## src/rtl/calc_driver.sv

```systemverilog
// rtl/calc_driver.sv - Request FIFO plus strobe sequencer driving an item/price calculator.
// Optional grand-total accumulator enabled by defining CALC_DRIVER_GRAND_TOTAL_EN.
module calc_driver #(
    parameter int FIFO_DEPTH  = 4,
    parameter int HOLD_CYCLES = 1
) (
    input  logic         clk,
    input  logic         reset,
    input  logic         req_valid,
    output logic         req_ready,
    input  logic [1:0]   req_op,
    input  logic [639:0] req_item,
    input  logic [7:0]   req_qty,
    input  logic [15:0]  req_price,
    output logic         resp_valid,
    input  logic         resp_ready,
    output logic [15:0]  resp_total,
    output logic         resp_err,
    output logic         calc_reset,
    output logic         calc_load,
    output logic         calc_equals,
    output logic [639:0] calc_item,
    output logic [7:0]   calc_qty,
    output logic [15:0]  calc_price,
    input  logic [15:0]  calc_total,
    input  logic         calc_err,
    output logic         busy
`ifdef CALC_DRIVER_GRAND_TOTAL_EN
    ,
    output logic [23:0]  grand_total
`endif
);

    localparam int PW = (FIFO_DEPTH > 1) ? $clog2(FIFO_DEPTH) : 1;
    localparam int CW = $clog2(FIFO_DEPTH + 1);
    localparam int HW = (HOLD_CYCLES > 1) ? $clog2(HOLD_CYCLES) : 1;

    localparam logic [1:0] OP_LOAD  = 2'b00;
    localparam logic [1:0] OP_QUERY = 2'b01;
    localparam logic [1:0] OP_CLEAR = 2'b10;

    typedef enum logic [2:0] {
        S_INIT, S_IDLE, S_SETUP, S_STROBE, S_HOLD, S_RESP
    } state_t;

    typedef struct packed {
        logic [1:0]   op;
        logic [639:0] item;
        logic [7:0]   qty;
        logic [15:0]  price;
    } entry_t;

    entry_t          r_mem [FIFO_DEPTH];
    logic [PW-1:0]   r_wr_ptr;
    logic [PW-1:0]   r_rd_ptr;
    logic [CW-1:0]   r_count;
    state_t          r_state;
    logic [1:0]      r_op;
    logic [HW-1:0]   r_hold_cnt;
    logic            r_calc_reset;
    logic            r_calc_load;
    logic            r_calc_equals;
    logic [639:0]    r_calc_item;
    logic [7:0]      r_calc_qty;
    logic [15:0]     r_calc_price;
    logic            r_resp_valid;
    logic [15:0]     r_resp_total;
    logic            r_resp_err;

    logic            w_push;
    logic            w_pop;
    entry_t          w_head;
    entry_t          w_in;

    // Ready looks only at registered state so a pop in the same cycle never frees a slot early.
    assign req_ready = (r_state != S_INIT) && (r_count < CW'(FIFO_DEPTH));
    assign w_push    = req_valid && req_ready;
    assign w_pop     = (r_state == S_IDLE) && (r_count != '0);
    assign w_head    = r_mem[r_rd_ptr];
    assign w_in      = '{op: req_op, item: req_item, qty: req_qty, price: req_price};

    assign resp_valid  = r_resp_valid;
    assign resp_total  = r_resp_total;
    assign resp_err    = r_resp_err;
    assign calc_reset  = r_calc_reset;
    assign calc_load   = r_calc_load;
    assign calc_equals = r_calc_equals;
    assign calc_item   = r_calc_item;
    assign calc_qty    = r_calc_qty;
    assign calc_price  = r_calc_price;
    assign busy        = (r_state != S_IDLE) || (r_count != '0);

    always_ff @(posedge clk) begin
        if (w_push) begin
            r_mem[r_wr_ptr] <= w_in;
        end
    end

    always_ff @(posedge clk or posedge reset) begin
        if (reset) begin
            r_wr_ptr <= '0;
            r_rd_ptr <= '0;
            r_count  <= '0;
        end else begin
            if (w_push) r_wr_ptr <= r_wr_ptr + 1'b1;
            if (w_pop)  r_rd_ptr <= r_rd_ptr + 1'b1;
            case ({w_push, w_pop})
                2'b10:   r_count <= r_count + 1'b1;
                2'b01:   r_count <= r_count - 1'b1;
                default: r_count <= r_count;
            endcase
        end
    end

`ifdef CALC_DRIVER_GRAND_TOTAL_EN
    logic [23:0] r_grand_total;
    logic [24:0] w_gt_sum;
    assign w_gt_sum    = {1'b0, r_grand_total} + {9'd0, r_resp_total};
    assign grand_total = r_grand_total;

    always_ff @(posedge clk or posedge reset) begin
        if (reset) begin
            r_grand_total <= '0;
        end else if (r_state == S_SETUP && r_op == OP_CLEAR) begin
            r_grand_total <= '0;
        end else if (r_state == S_RESP && resp_ready && !r_resp_err) begin
            r_grand_total <= w_gt_sum[24] ? 24'hFFFFFF : w_gt_sum[23:0];
        end
    end
`endif

    // Strobes are set on entry to STROBE and cleared on exit, so each is exactly one cycle wide.
    always_ff @(posedge clk or posedge reset) begin
        if (reset) begin
            r_state       <= S_INIT;
            r_op          <= 2'b11;
            r_hold_cnt    <= '0;
            r_calc_reset  <= 1'b1;
            r_calc_load   <= 1'b0;
            r_calc_equals <= 1'b0;
            r_calc_item   <= '0;
            r_calc_qty    <= '0;
            r_calc_price  <= '0;
            r_resp_valid  <= 1'b0;
            r_resp_total  <= '0;
            r_resp_err    <= 1'b0;
        end else begin
            case (r_state)
                S_INIT: begin
                    r_calc_reset <= 1'b0;
                    r_state      <= S_IDLE;
                end
                S_IDLE: begin
                    if (w_pop) begin
                        r_op         <= w_head.op;
                        r_calc_item  <= w_head.item;
                        r_calc_qty   <= w_head.qty;
                        r_calc_price <= w_head.price;
                        r_state      <= S_SETUP;
                    end
                end
                S_SETUP: begin
                    r_calc_load   <= (r_op == OP_LOAD);
                    r_calc_equals <= (r_op == OP_QUERY);
                    r_calc_reset  <= (r_op == OP_CLEAR);
                    r_state       <= S_STROBE;
                end
                S_STROBE: begin
                    r_calc_load   <= 1'b0;
                    r_calc_equals <= 1'b0;
                    r_calc_reset  <= 1'b0;
                    r_hold_cnt    <= HW'(HOLD_CYCLES - 1);
                    r_state       <= S_HOLD;
                end
                S_HOLD: begin
                    if (r_hold_cnt == '0) begin
                        if (r_op == OP_QUERY) begin
                            r_resp_valid <= 1'b1;
                            r_resp_total <= calc_total;
                            r_resp_err   <= calc_err;
                            r_state      <= S_RESP;
                        end else begin
                            r_state <= S_IDLE;
                        end
                    end else begin
                        r_hold_cnt <= r_hold_cnt - 1'b1;
                    end
                end
                S_RESP: begin
                    if (resp_ready) begin
                        r_resp_valid <= 1'b0;
                        r_state      <= S_IDLE;
                    end
                end
                default: r_state <= S_INIT;
            endcase
        end
    end

endmodule

```

## config.mk

```make
export PLATFORM = sky130hd
export DESIGN_NAME = calc_driver
export DESIGN_NICKNAME = d
export VERILOG_FILES = /design/src/rtl/calc_driver.sv
export SDC_FILE = /design/constraint.sdc
export NUM_CORES = 2
export LEC_CHECK = 0
export BUFFER_PORTS_ARGS = -buffer_cell sky130_fd_sc_hd__buf_2
export CAP_MARGIN = 20
export CELL_PAD_IN_SITES_DETAIL_PLACEMENT = 0
export CELL_PAD_IN_SITES_GLOBAL_PLACEMENT = 1
export CORE_AREA = 2 2 541 543
export DETAILED_ROUTE_END_ITERATION = 8
export DIE_AREA = 0 0 543 545
export PLACE_DENSITY = 0.76
export SYNTH_ARGS = -nofsm -noshare
export SYNTH_HDL_FRONTEND = slang
export SYNTH_SLANG_ARGS = --single-unit
```

## constraint.sdc

```tcl
create_clock -name clk -period 32.7 [get_ports clk]
set_clock_uncertainty 0.15 [all_clocks]
set_input_delay 6.54 -clock clk [delete_from_list [all_inputs] [get_ports clk]]
set_output_delay 6.54 -clock clk [all_outputs]
set_load 0.005 [all_outputs]
```

==> metrics <==
Post-synth EDFFs 2664; CTS hold repair buffers 0; multi-input logic area roughly 0.024 mm2; die width 543 um; Placed Cells 10100; Avg Vias per Cell 5.30; Area Overhead vs Synth 18.7%; Clock Sinks roughly 3400; Async SR Flop Fraction 20.7%; global-route wire length before repair 419 mm; die area slightly below 0.3 mm2; Critical Path AT 12.35 ns; Final Non-Filler Cells roughly 11000; Die Y-Extent roughly 550 um; synth top area cells edfxtp_1, dfrtp_1, mux4_2; via count approximately 58000; post-synthesis xor/xnor area fraction less than 1%; Synth Register Bits around 3400; crit end category register; Slew @ Worst Pin around 1.1 ns; worst slack at placement between 15 and 20 ns; Post-DP HPWL ~190 mm; Synth Area per Inst 24.7 um2; Post-route DRC 0; Yosys warnings 0; mux contribution to synthesized area 19.1%; Resize count post-CTS 0; Synth Instances roughly 5000; Worst-path clk slew about 0.06 ns; Clock Latency Late Sink just over 0.9 ns; area share of the largest cell type after synthesis 64.9%; period utilization between 30% and 40%; CP cell instances buf_2 -> nor3b_1 -> and2_4 -> buf_4 -> buf_4 -> buf_4 -> buf_12 -> buf_4; grt met3 use between 7 and 8%; TritonCTS Buffers about 340; core footprint between 0.2 and 0.3 mm2; largest net degree at the start of global routing around 140; Final Hold Vio Count 0; Leakage around 52 nW; max-slew violations 0; Post CTS Setup Buffer Count 0; power density cells 95.5 mW/mm2; status complete, no violations; gr usage total approximately a fifth; flop2flop setup slack between 20 and 25 ns; Synth Flop Type edfxtp_1; main combinational cell family by area after synthesis multiplexers; max_cap viols 0; met1 usage 24.3%; num rows approximately 200; Setup violations, final 0; Iter 0 DRT Violations 4814; commonest cells in the netlist edfxtp_1, dfrtp_1, mux4_2; initial antenna violation count between 200 and 250; IO Pins 1374; gpl congestion between 0.8 and 0.9; Post-Route Setup TNS 0 ns; Root Driver clkbuf_16; Routed Antenna Nets 0; Tmin final 12.03 ns; Post-DP Area roughly 0.13 mm2; Layout Nets ~7300; peak supply drop ~0.076 mV; Worst setup SP type input pin; most instantiated library cell after synthesis edfxtp_1; RSZ-0062 raised after global routing false; most frequent CP cell buf_4; WP data required ~33 ns; Worst Hold Class reg -> reg; Min Hold Slack 0.329 ns; first-pass iteration count of the detailed router 7; simple-gate share of the synthesized area 0.131%; Compound-Gate Fraction of Synth Area less than 1%; Rel. slew slack 25.7%; Synth Area in Adders less than 1%; fmax about 0.083 GHz; Worst Setup Path Type in -> reg; register area share after synthesis between 70% and 80%; Routed wire per std cell roughly 27 um; Final Instance Area between 0.1 and 0.15 mm2; # fillers roughly 23000; CTS tree done; Slowest Stage Delay on Critical Path a little under 0.9 ns; Worst path slowest cell buf_4; area leader, netlist edfxtp_1; Post-Syn Area 0.123 mm2; share of layout cells above drive strength 1 48.9%; M2 GR Usage around a third; H-Tree Depth 5; register area approximately 0.097 mm2; Initial Util 42.5%; Max clock buf depth 4; worst setup margin approximately 21 ns; Overflow after GRT 0; routed wire length 296 mm; post-synth cell types 37; buffers added on ports 1373; Crit Path Max Fanout 120; vias in the first global route roughly 60000; Syn Nets 5686; GR peak layer met2
==> layout make-up <==
| type | count | area share [%] |
|---|---|---|
| sequential | 3361 | 66.6 |
| multi-input combinational | 1398 | 16.3 |
| clock buffer | 446 | 6.45 |
| timing repair buffer | 1468 | 5.23 |
| tap | 3900 | 3.33 |
| clock inverter | 196 | 1.85 |
| antenna | 104 | 0.178 |
| inverter | 8 | 0.0256 |
==> worst max-delay path, delay by kind of cell <==
kind,cells,cell delay (ns)
buffers and inverters,6,4.00
AND/OR/NAND/NOR,2,1.47
==> layout by cell type, fill, tap and decap left out, types with 41 or more instances in the layout <==
| cell | instances |
|---|---|
| buf_2 | 1373 |
| buf_4 | 89 |
| bufinv_16 | 48 |
| clkbuf_1 | 59 |
| clkbuf_16 | 346 |
| clkbuf_8 | 41 |
| clkinv_1 | 50 |
| clkinv_2 | 47 |
| dfrtp_1 | 692 |
| diode_2 | 104 |
| edfxtp_1 | 2664 |
| mux2_2 | 465 |
| mux2_4 | 220 |
| mux4_2 | 666 |
==> path summary, 6_finish.rpt <==
path                            start  cells after the start              to
setup reg to reg           r_state[0]                     10  calc_item[395]
hold reg to reg             calc_load                      2       calc_load
setup / recovery            req_valid                      8   r_mem[0][445]
max in group asynchronous       reset                      5  calc_item[493]
min in group asynchronous       reset                      2  calc_item[174]
hold / removal              calc_load                      2       calc_load
==> per-stage QoR <==
| stage | utilization, % | power (mW) |
|---|---|---|
| 2_1_floorplan | - | 8.99 |
| 3_3_place_gp | 46.2 | 9.93 |
| 3_5_place_dp | 46.2 | 10.0 |
| 4_1_cts | 50.4 | 14.2 |
| 5_1_grt | 50.4 | 14.6 |
| 6_report | 50.4 | 14.0 |
==> sequential cells by signal (all words and copies together) (netlist names) <==
register,count
calc_equals,1
calc_item,640
calc_load,1
calc_price,16
calc_qty,8
calc_reset,1
r_count,3
r_mem,2664
r_op,2
r_rd_ptr,2
r_state,3
r_wr_ptr,2
resp_err,1
resp_total,16
resp_valid,1
==> cells by family after synthesis <==
logic type	count (synthesis)
flip-flops	3361
multiplexers	1352
buffers and inverters	234
AND/OR/NAND/NOR	26
AO/OA/AOI/OAI	7
XOR/XNOR	7
adder cells (fa/ha/maj)	6
==> power by group <==
group,switching [mW],internal (mW)
combinational,1.89,1.97
clock,1.67,2.44
sequential,0.426,5.58
==> routing by layer <==
layer	part of all wire, %	wire, um	vias up
met2	49	144000	2236
met4	2.8	8350	164
li1	-	-	24000
met5	0.36	1080	-
met3	10	30800	658
met1	38	112000	30700
(Power assumes the default switching activity.)
